`config.mk`:
```
export PLATFORM = sky130hd
export DESIGN_NAME = dcf77_tx
export DESIGN_NICKNAME = d
export VERILOG_FILES = /design/src/rtl/dcf77_pkg.sv /design/src/rtl/dcf77_tick_gen.sv /design/src/rtl/dcf77_tx.sv
export SDC_FILE = /design/constraint.sdc
export NUM_CORES = 1
export LEC_CHECK = 0
export BUFFER_PORTS_ARGS = -buffer_cell sky130_fd_sc_hd__buf_2
export CORE_AREA = 2 2 80 159
export DETAILED_ROUTE_END_ITERATION = 16
export DIE_AREA = 0 0 82 161
export PLACE_DENSITY = 0.6
export SETUP_SLACK_MARGIN = 0.2
export SYNTH_ARGS = -nofsm -noshare
export SYNTH_HDL_FRONTEND = slang
export SYNTH_SLANG_ARGS = --single-unit
```
`constraint.sdc`:
```
create_clock -name clk -period 8.2 [get_ports clk]
set_input_delay 0.41 -clock clk [delete_from_list [all_inputs] [get_ports clk]]
set_output_delay 0.41 -clock clk [all_outputs]
set_load 0.01 [all_outputs]
```
`src/rtl/dcf77_pkg.sv`:
```
// DCF77 shared definitions: frame bit map, field widths, time bundle.
// Used by both the transmitter and the receiver.
package dcf77_pkg;

    localparam int FRAME_BITS = 59;
    localparam int CEST_BIT   = 17;
    localparam int CET_BIT    = 18;
    localparam int START_BIT  = 20;
    localparam int MIN_LSB    = 21;
    localparam int P1         = 28;
    localparam int HOUR_LSB   = 29;
    localparam int P2         = 35;
    localparam int DATE_LSB   = 36;
    localparam int P3         = 58;

    localparam int MIN_W  = 7;
    localparam int HOUR_W = 6;
    localparam int DAY_W  = 6;
    localparam int WDAY_W = 3;
    localparam int MON_W  = 5;
    localparam int YEAR_W = 8;
    localparam int DATE_W = DAY_W + WDAY_W + MON_W + YEAR_W;

    typedef struct packed {
        logic [MIN_W-1:0]  minute;
        logic [HOUR_W-1:0] hour;
        logic [DAY_W-1:0]  day;
        logic [WDAY_W-1:0] week_day;
        logic [MON_W-1:0]  month;
        logic [YEAR_W-1:0] year;
        logic              cest;
    } dcf77_time_t;

    // Lay out one minute frame; parity bits make each group even.
    function automatic logic [FRAME_BITS-1:0] dcf77_build(dcf77_time_t t);
        logic [FRAME_BITS-1:0] f;
        logic [DATE_W-1:0]     date;
        date = {t.year, t.month, t.week_day, t.day};
        f = '0;
        f[CEST_BIT]  = t.cest;
        f[CET_BIT]   = ~t.cest;
        f[START_BIT] = 1'b1;
        f[MIN_LSB +: MIN_W]   = t.minute;
        f[P1]                 = ^t.minute;
        f[HOUR_LSB +: HOUR_W] = t.hour;
        f[P2]                 = ^t.hour;
        f[DATE_LSB +: DATE_W] = date;
        f[P3]                 = ^date;
        return f;
    endfunction

endpackage

```
`src/rtl/dcf77_tick_gen.sv`:
```
// DCF77 timing chain: clock prescaler to 1 ms, ms counter, second index.
// Everything holds while enable is low.
module dcf77_tick_gen #(
    parameter int CLK_FREQ = 24000000
) (
    input  logic       clk,
    input  logic       rst,
    input  logic       enable,
    output logic [9:0] ms,
    output logic [5:0] second,
    output logic       sec_strobe,
    output logic       sec_end
);

    localparam int DIV = CLK_FREQ / 1000;
    localparam int PW  = (DIV > 1) ? $clog2(DIV) : 1;

    logic [PW-1:0] pre;
    logic          ms_tick;

    assign ms_tick = enable && (pre == PW'(DIV - 1));
    assign sec_end = ms_tick && (ms == 10'd999);

    // Prescaler: one ms_tick every DIV enabled clocks.
    always_ff @(posedge clk or negedge rst) begin
        if (!rst) begin
            pre <= '0;
        end else if (enable) begin
            pre <= ms_tick ? '0 : pre + PW'(1);
        end
    end

    // ms counter 0..999 and second index 59 -> 0 -> ... -> 59.
    always_ff @(posedge clk or negedge rst) begin
        if (!rst) begin
            ms         <= '0;
            second     <= 6'd59;
            sec_strobe <= 1'b0;
        end else begin
            sec_strobe <= sec_end;
            if (ms_tick) begin
                ms <= sec_end ? 10'd0 : ms + 10'd1;
            end
            if (sec_end) begin
                second <= (second == 6'd59) ? 6'd0 : second + 6'd1;
            end
        end
    end

endmodule

```
`src/rtl/dcf77_tx.sv`:
```
// DCF77 time-code transmitter: shadow/frame registers and pulse generation.
// Frame is rebuilt from the shadow (or a coincident load) at each minute wrap.
module dcf77_tx
    import dcf77_pkg::*;
#(
    parameter int CLK_FREQ  = 24000000,
    parameter int PULSE0_MS = 100,
    parameter int PULSE1_MS = 200
) (
    input  logic       clk,
    input  logic       rst,
    input  logic       enable,
    input  logic       load,
    input  logic [6:0] minute,
    input  logic [5:0] hour,
    input  logic [5:0] day,
    input  logic [2:0] week_day,
    input  logic [4:0] month,
    input  logic [7:0] year,
    input  logic       cest,
    output logic       tx,
    output logic [5:0] second,
    output logic       sec_strobe,
    output logic       frame_req
);

    logic [9:0]            ms;
    logic                  sec_end;
    dcf77_time_t           shadow;
    dcf77_time_t           cur;
    logic [FRAME_BITS-1:0] frame;
    logic [9:0]            width;

    dcf77_tick_gen #(
        .CLK_FREQ(CLK_FREQ)
    ) u_tick (
        .clk       (clk),
        .rst       (rst),
        .enable    (enable),
        .ms        (ms),
        .second    (second),
        .sec_strobe(sec_strobe),
        .sec_end   (sec_end)
    );

    // Shadow contents, bypassed by a load on the same cycle.
    always_comb begin
        cur = shadow;
        if (load) begin
            cur.minute   = minute;
            cur.hour     = hour;
            cur.day      = day;
            cur.week_day = week_day;
            cur.month    = month;
            cur.year     = year;
            cur.cest     = cest;
        end
    end

    // Pulse length for the bit of the current second.
    always_comb begin
        width = frame[second] ? 10'(PULSE1_MS) : 10'(PULSE0_MS);
    end

    // Shadow capture and frame latch at the 59 -> 0 wrap.
    always_ff @(posedge clk or negedge rst) begin
        if (!rst) begin
            shadow <= '0;
            frame  <= '0;
        end else begin
            shadow <= cur;
            if (sec_end && second == 6'd59) begin
                frame <= dcf77_build(cur);
            end
        end
    end

    // Registered pulse output and next-minute request.
    always_ff @(posedge clk or negedge rst) begin
        if (!rst) begin
            tx        <= 1'b0;
            frame_req <= 1'b0;
        end else begin
            tx        <= enable && (second != 6'd59) && (ms < width);
            frame_req <= sec_end && (second == 6'd57);
        end
    end

endmodule

```
* Word-level counts from Yosys, hierarchy flattened
Index checks and enable logic that the tools add are counted.
** Operators by class
- Magnitude comparators :: 2
- Reductions and logical operators :: 9
- Equal/unequal tests :: 5
- Muxes and demuxes :: 7
- Bitwise logic cells :: 1
- Add/sub/neg operators :: 3
** Operators with widths (count)
- 36-bit two-way mux :: 1
- 22-bit XOR reduction :: 1
- 15-bit by 1-bit adder with 15-bit output, second input constant :: 1
- 15-bit equality test, second input constant :: 1
- 15-bit two-way mux :: 1
- 6-bit equality test, second input constant :: 2
- 10-bit by 1-bit adder with 10-bit output, second input constant :: 1
- 10-bit equality test, second input constant :: 1
- 10-bit by 8-bit less-than comparator with 1-bit output :: 1
- 10-bit two-way mux :: 1
- 8-bit two-way mux :: 1
- 6-bit by 7-bit less-than comparator with 1-bit output, second input constant :: 1
- 7-bit XOR reduction :: 1
- 6-bit by 1-bit adder with 6-bit output, second input constant :: 1
- 1-bit binary-select mux with 6-bit select :: 1
- 1-bit logical AND :: 6
- 6-bit two-way mux :: 1
- 6-bit != test, second input constant :: 1
- 6-bit XOR reduction :: 1
- 1-bit two-way mux :: 1
- 1-bit inverter :: 1
** Word-level totals
- Output and inout bits :: 9
- Word-level logic and storage cells :: 41
- Flip-flop bits (word level) :: 111

* Longest topological paths before layout
- Word-level depth :: 5
- Depth in mapped cells :: 12
- Mapped depth without buffers :: 10

* Modules after synthesis
Synthesis repeated with hierarchy kept, for this count alone.
** Second synthesis, totals
- Cells, all modules :: 494
- Area, all modules :: 5382.7 um^2
** By module, submodules not included
- dcf77_tx :: times used 1, area an instance 3686.0 um^2, cells an instance 323
- dcf77_tick_gen :: times used 1, area an instance 1696.6 um^2, cells an instance 171

* Worst setup path after synthesis
Ideal clock, no wire load.
- Path type :: reg-to-reg
- Start point :: register u_tick.second[0]
- End point :: register tx
- Setup time :: 0.088 ns
- Path slack :: 5.241 ns
- Data required time :: 8.112 ns
- Stages on the path, launching flop included :: 11
- Arrival :: 2.871 ns
- Period minus slack after synthesis :: 2.959 ns
- Buffers on the path :: 1
- Path through :: dfstp_2 buf_2 mux4_2 mux4_2 o211ai_1 nor2b_1 inv_1 ha_1 nor4_1 nand3b_1 a41oi_1
** Between the ends
- Longest elaborated chain between the ends :: 5
- Elaborated cells on any way between the ends :: 7
- Those cells by class :: 1 x order compare; 1 x eq/ne; 3 x mux; 2 x reduce/logical
** Ends and longest elaborated chain
- from (decl) :: RTL line dcf77_tick_gen.sv:10 : output logic [5:0] second,
- from (signal assigned) :: RTL line dcf77_tick_gen.sv:45 : second <= (second == 6'd59) ? 6'd0 : second + 6'd1;
- 1-bit binary-select mux with 6-bit select :: RTL line dcf77_tx.sv:62 : width = frame[second] ? 10'(PULSE1_MS) : 10'(PULSE0_MS);
- 1-bit two-way mux (implied by the code) :: RTL line dcf77_tx.sv:62
- 8-bit two-way mux :: RTL line dcf77_tx.sv:62
- 10-bit by 8-bit less-than comparator with 1-bit output :: RTL line dcf77_tx.sv:84 : tx <= enable && (second != 6'd59) && (ms < width);
- 1-bit logical AND (*) :: RTL line dcf77_tx.sv:84
- to (signal assigned) :: RTL line dcf77_tx.sv:84
- to (decl) :: RTL line dcf77_tx.sv:21 : output logic tx,
Every way passes the cells marked *; elsewhere a longest branch is shown, timed or not. The select of a mux whose other input is x is not followed.
A chain may end at the register's enable or synchronous reset.

* Worst setup path after layout
Ends and elaborated chain as after synthesis.

==> out/metrics.yaml <==
vias: 3410
ff2ff_setup_slack_ns: 4.92
grt_max_degree: 79
cp.arrival_ns: 3.55
ff2ff_path_depth: 9
worst_r2r_startpoint: "u_tick.second[0]"
drt_wl_total_um: 9680
synth_mux_area_share_pct: 12.3
crit_family: "multiplexers"
ys_warn_count: 0
htree_levels: 3
fin_tns_setup_ns: 0
antenna_left: 0
syn_area_um2: 5310
endpoint_kind: "register"
worstPathRequired_ns: 8.47
fin_crit_ns: 3.28
seq_area_frac_synth_pct: 52.5
slew_violations: 0
vdd_ir_drop_max_uv: 112
hold_viol: 0
rsz0062_at_grt: "no"
clk_path_buf_depth: 2
total_leakage_power_nw: 2.82
timing.fmax_ghz: 0.304
synth_compound_area_share_pct: 6.86
final_common_cell: "dfrtp_1"
numPortBuffers: 48
fp.dieH_um: 161
cts.clk_slew.worst_paths_ns: 0.08
synth_fp_nets: 534
min_period_over_period_pct: 40.1
die_width_um: 82
pin_count: 49
antenna_cells: 0
postSynthCellCount: 487
syn_area_per_cell_um2: 10.9
critPathSlowestCell: "dfstp_2"
hpwl_um: 6580
synth_xor_xnor_area_share_pct: 8.32
track_usage_pct: 16.3
via_per_inst: 5.04
grt_pass1_vias: 3383
antenna_found_initial: 0
gp_congestion: 0.772
multi_input_area_um2: 2240
area_growth_pct: 12.0
initial_core_util_pct: 44.3
die_area_um2: 13200
grt_pass1_wl_um: 16700
holdBufCountCts: 0
drcViolationCount: 0
synthFlopType: "dfrtp_1"
hold_path.class: "in2async"
cts-root-buf: "clkbuf_16"
critPathBufInv: 1
ys_types: 50
total_power_mw: 1.21
yosys_register_bits: 111
critPathLaunchType: "register"
drt_first_pass_iters: 4
worstPathCellList: "mux4_2, mux4_2, o211ai_1, nor2b_1, inv_1, ha_1, nor4_1, nand3b_1, a41oi_1"
cts_made_buffers: 9
async_flop_share_pct: 100
routedWlPerCell_um: 14.3
drive_above_1_share_pct: 17.4
drv_cap: 0
cp_common_cell: "mux4_2"
r2r_end: "tx"
status: "complete, no violations"
nNetsFinal: 572
ctsResizeCount: 0
synth_simple_gate_area_share_pct: 12.9
setup_viol: 0
core_um2: 12000
fillers: 1148
area.sequential_um2: 2780
grt_overflow: 0
p_per_area_nw_per_um2: 204
worst_path_largest_cell_delay_ns: 0.84
critical_path_class: "reg2reg"
synthAdderAreaFrac_pct: 1.65
layout_common_cells: "106 x dfrtp_1, 68 x nand2_1, 50 x o21ai_0, 47 x buf_2, 43 x inv_1"
cp.depth: 9
clock-sinks: 111
cts_tree: "done"
worstSkewPairLatency_ns: 0.35
drt-initial-drc-count: 163
relSlewSlack_pct: 23.9
finClkSkew_ns: 0.0115
synth_edf_count: 0
worst_slew_pin_slew_ns: 1.14
synth_top_family_by_area: "simple AND/OR/NAND/NOR gates"
path_max_fanout: 19
core.rowCount: 57
post_cts.repair.setup_buffers: 0
==> where the power goes <==
part / leakage, nW / switching, mW / internal, mW
Sequential: 1.43 / 0.0181 / 0.577
Combinational: 1.24 / 0.0766 / 0.0819
Clock: 0.148 / 0.216 / 0.244
Total: 2.82 / 0.311 / 0.903
==> worst max path at each step <==
stage | from | end | slack (ns)
floorplan | u_tick.second[0] | tx | 5.24
global placement | u_tick.second[0] | tx | 4.98
detailed placement | u_tick.second[0] | tx | 4.88
CTS | u_tick.second[0] | tx | 4.86
global route | u_tick.second[0] | tx | 4.70
finish | u_tick.second[0] | tx | 4.92
==> metal layers <==
metal	global-route usage [%]	routed length (µm)	up-vias
met1	24.2	4630	1645
met3	2.63	275	10
li1	-	-	1710
met2	24.1	4610	45
met4	5.68	164	0
met5	0	0	-
==> kinds of logic after synthesis <==
group,count (synthesis)
simple gates,139
buf+inv,67
flops,111
compound gates,65
xor+xnor,48
fa+ha+maj,7
mux,50
==> final cells by class <==
class	instances	area share, %
tap	147	3.09
inverter	43	2.72
timing repair buffer	51	4.46
clock buffer	9	3.79
clock inverter	7	1.47
sequential	111	46.8
multi-input combinational	309	37.6
==> sequential cells by signal, summed over array words and instances, names as in the netlist <==
name	count
frame	41
shadow	36
u_tick.pre	15
u_tick.ms	10
u_tick.second	6
frame_req	1
tx	1
u_tick.sec_strobe	1
==> metrics by stage <==
step | instances | utilization, % | hold WS [ns] | cell area, µm² | setup WS (ns)
floorplan | 487 | - | 0.114 | 5310 | 5.24
global placement | 661 | 47.0 | 0.452 | 5630 | 4.98
detailed placement | 661 | 47.0 | 0.457 | 5630 | 4.88
CTS | 677 | 49.6 | 0.0832 | 5940 | 4.86
global route | 677 | 49.6 | 0.111 | 5940 | 4.70
finish | 677 | 49.6 | 0.0557 | 5940 | 4.92
==> worst reg2reg max path, delay by kind of cell, from the launching register on <==
kind	cells	cell delay (ns)
buffers and inverters	1	0.07
adder cells (fa/ha/maj)	1	0.19
flip-flops	1	0.84
multiplexers	2	1.05
AO/OA/AOI/OAI	2	0.44
AND/OR/NAND/NOR	3	0.61
==> cells in the mapped netlist (5+ instances only) <==
| cell | number | area, µm² |
|---|---|---|
| buf_2 | 7 | 35.0 |
| clkbuf_1 | 13 | 48.8 |
| dfrtp_1 | 106 | 2650 |
| dfstp_2 | 5 | 131 |
| ha_1 | 7 | 87.6 |
| inv_1 | 43 | 161 |
| mux2i_1 | 35 | 350 |
| mux4_2 | 10 | 225 |
| nand2_1 | 69 | 259 |
| nand3_1 | 13 | 65.1 |
| nand4_1 | 8 | 50.1 |
| nor2_1 | 18 | 67.6 |
| o21ai_0 | 50 | 250 |
| xnor2_1 | 35 | 307 |
| xor2_1 | 11 | 96.3 |
Note: power is estimated with default switching activity, not from simulation.
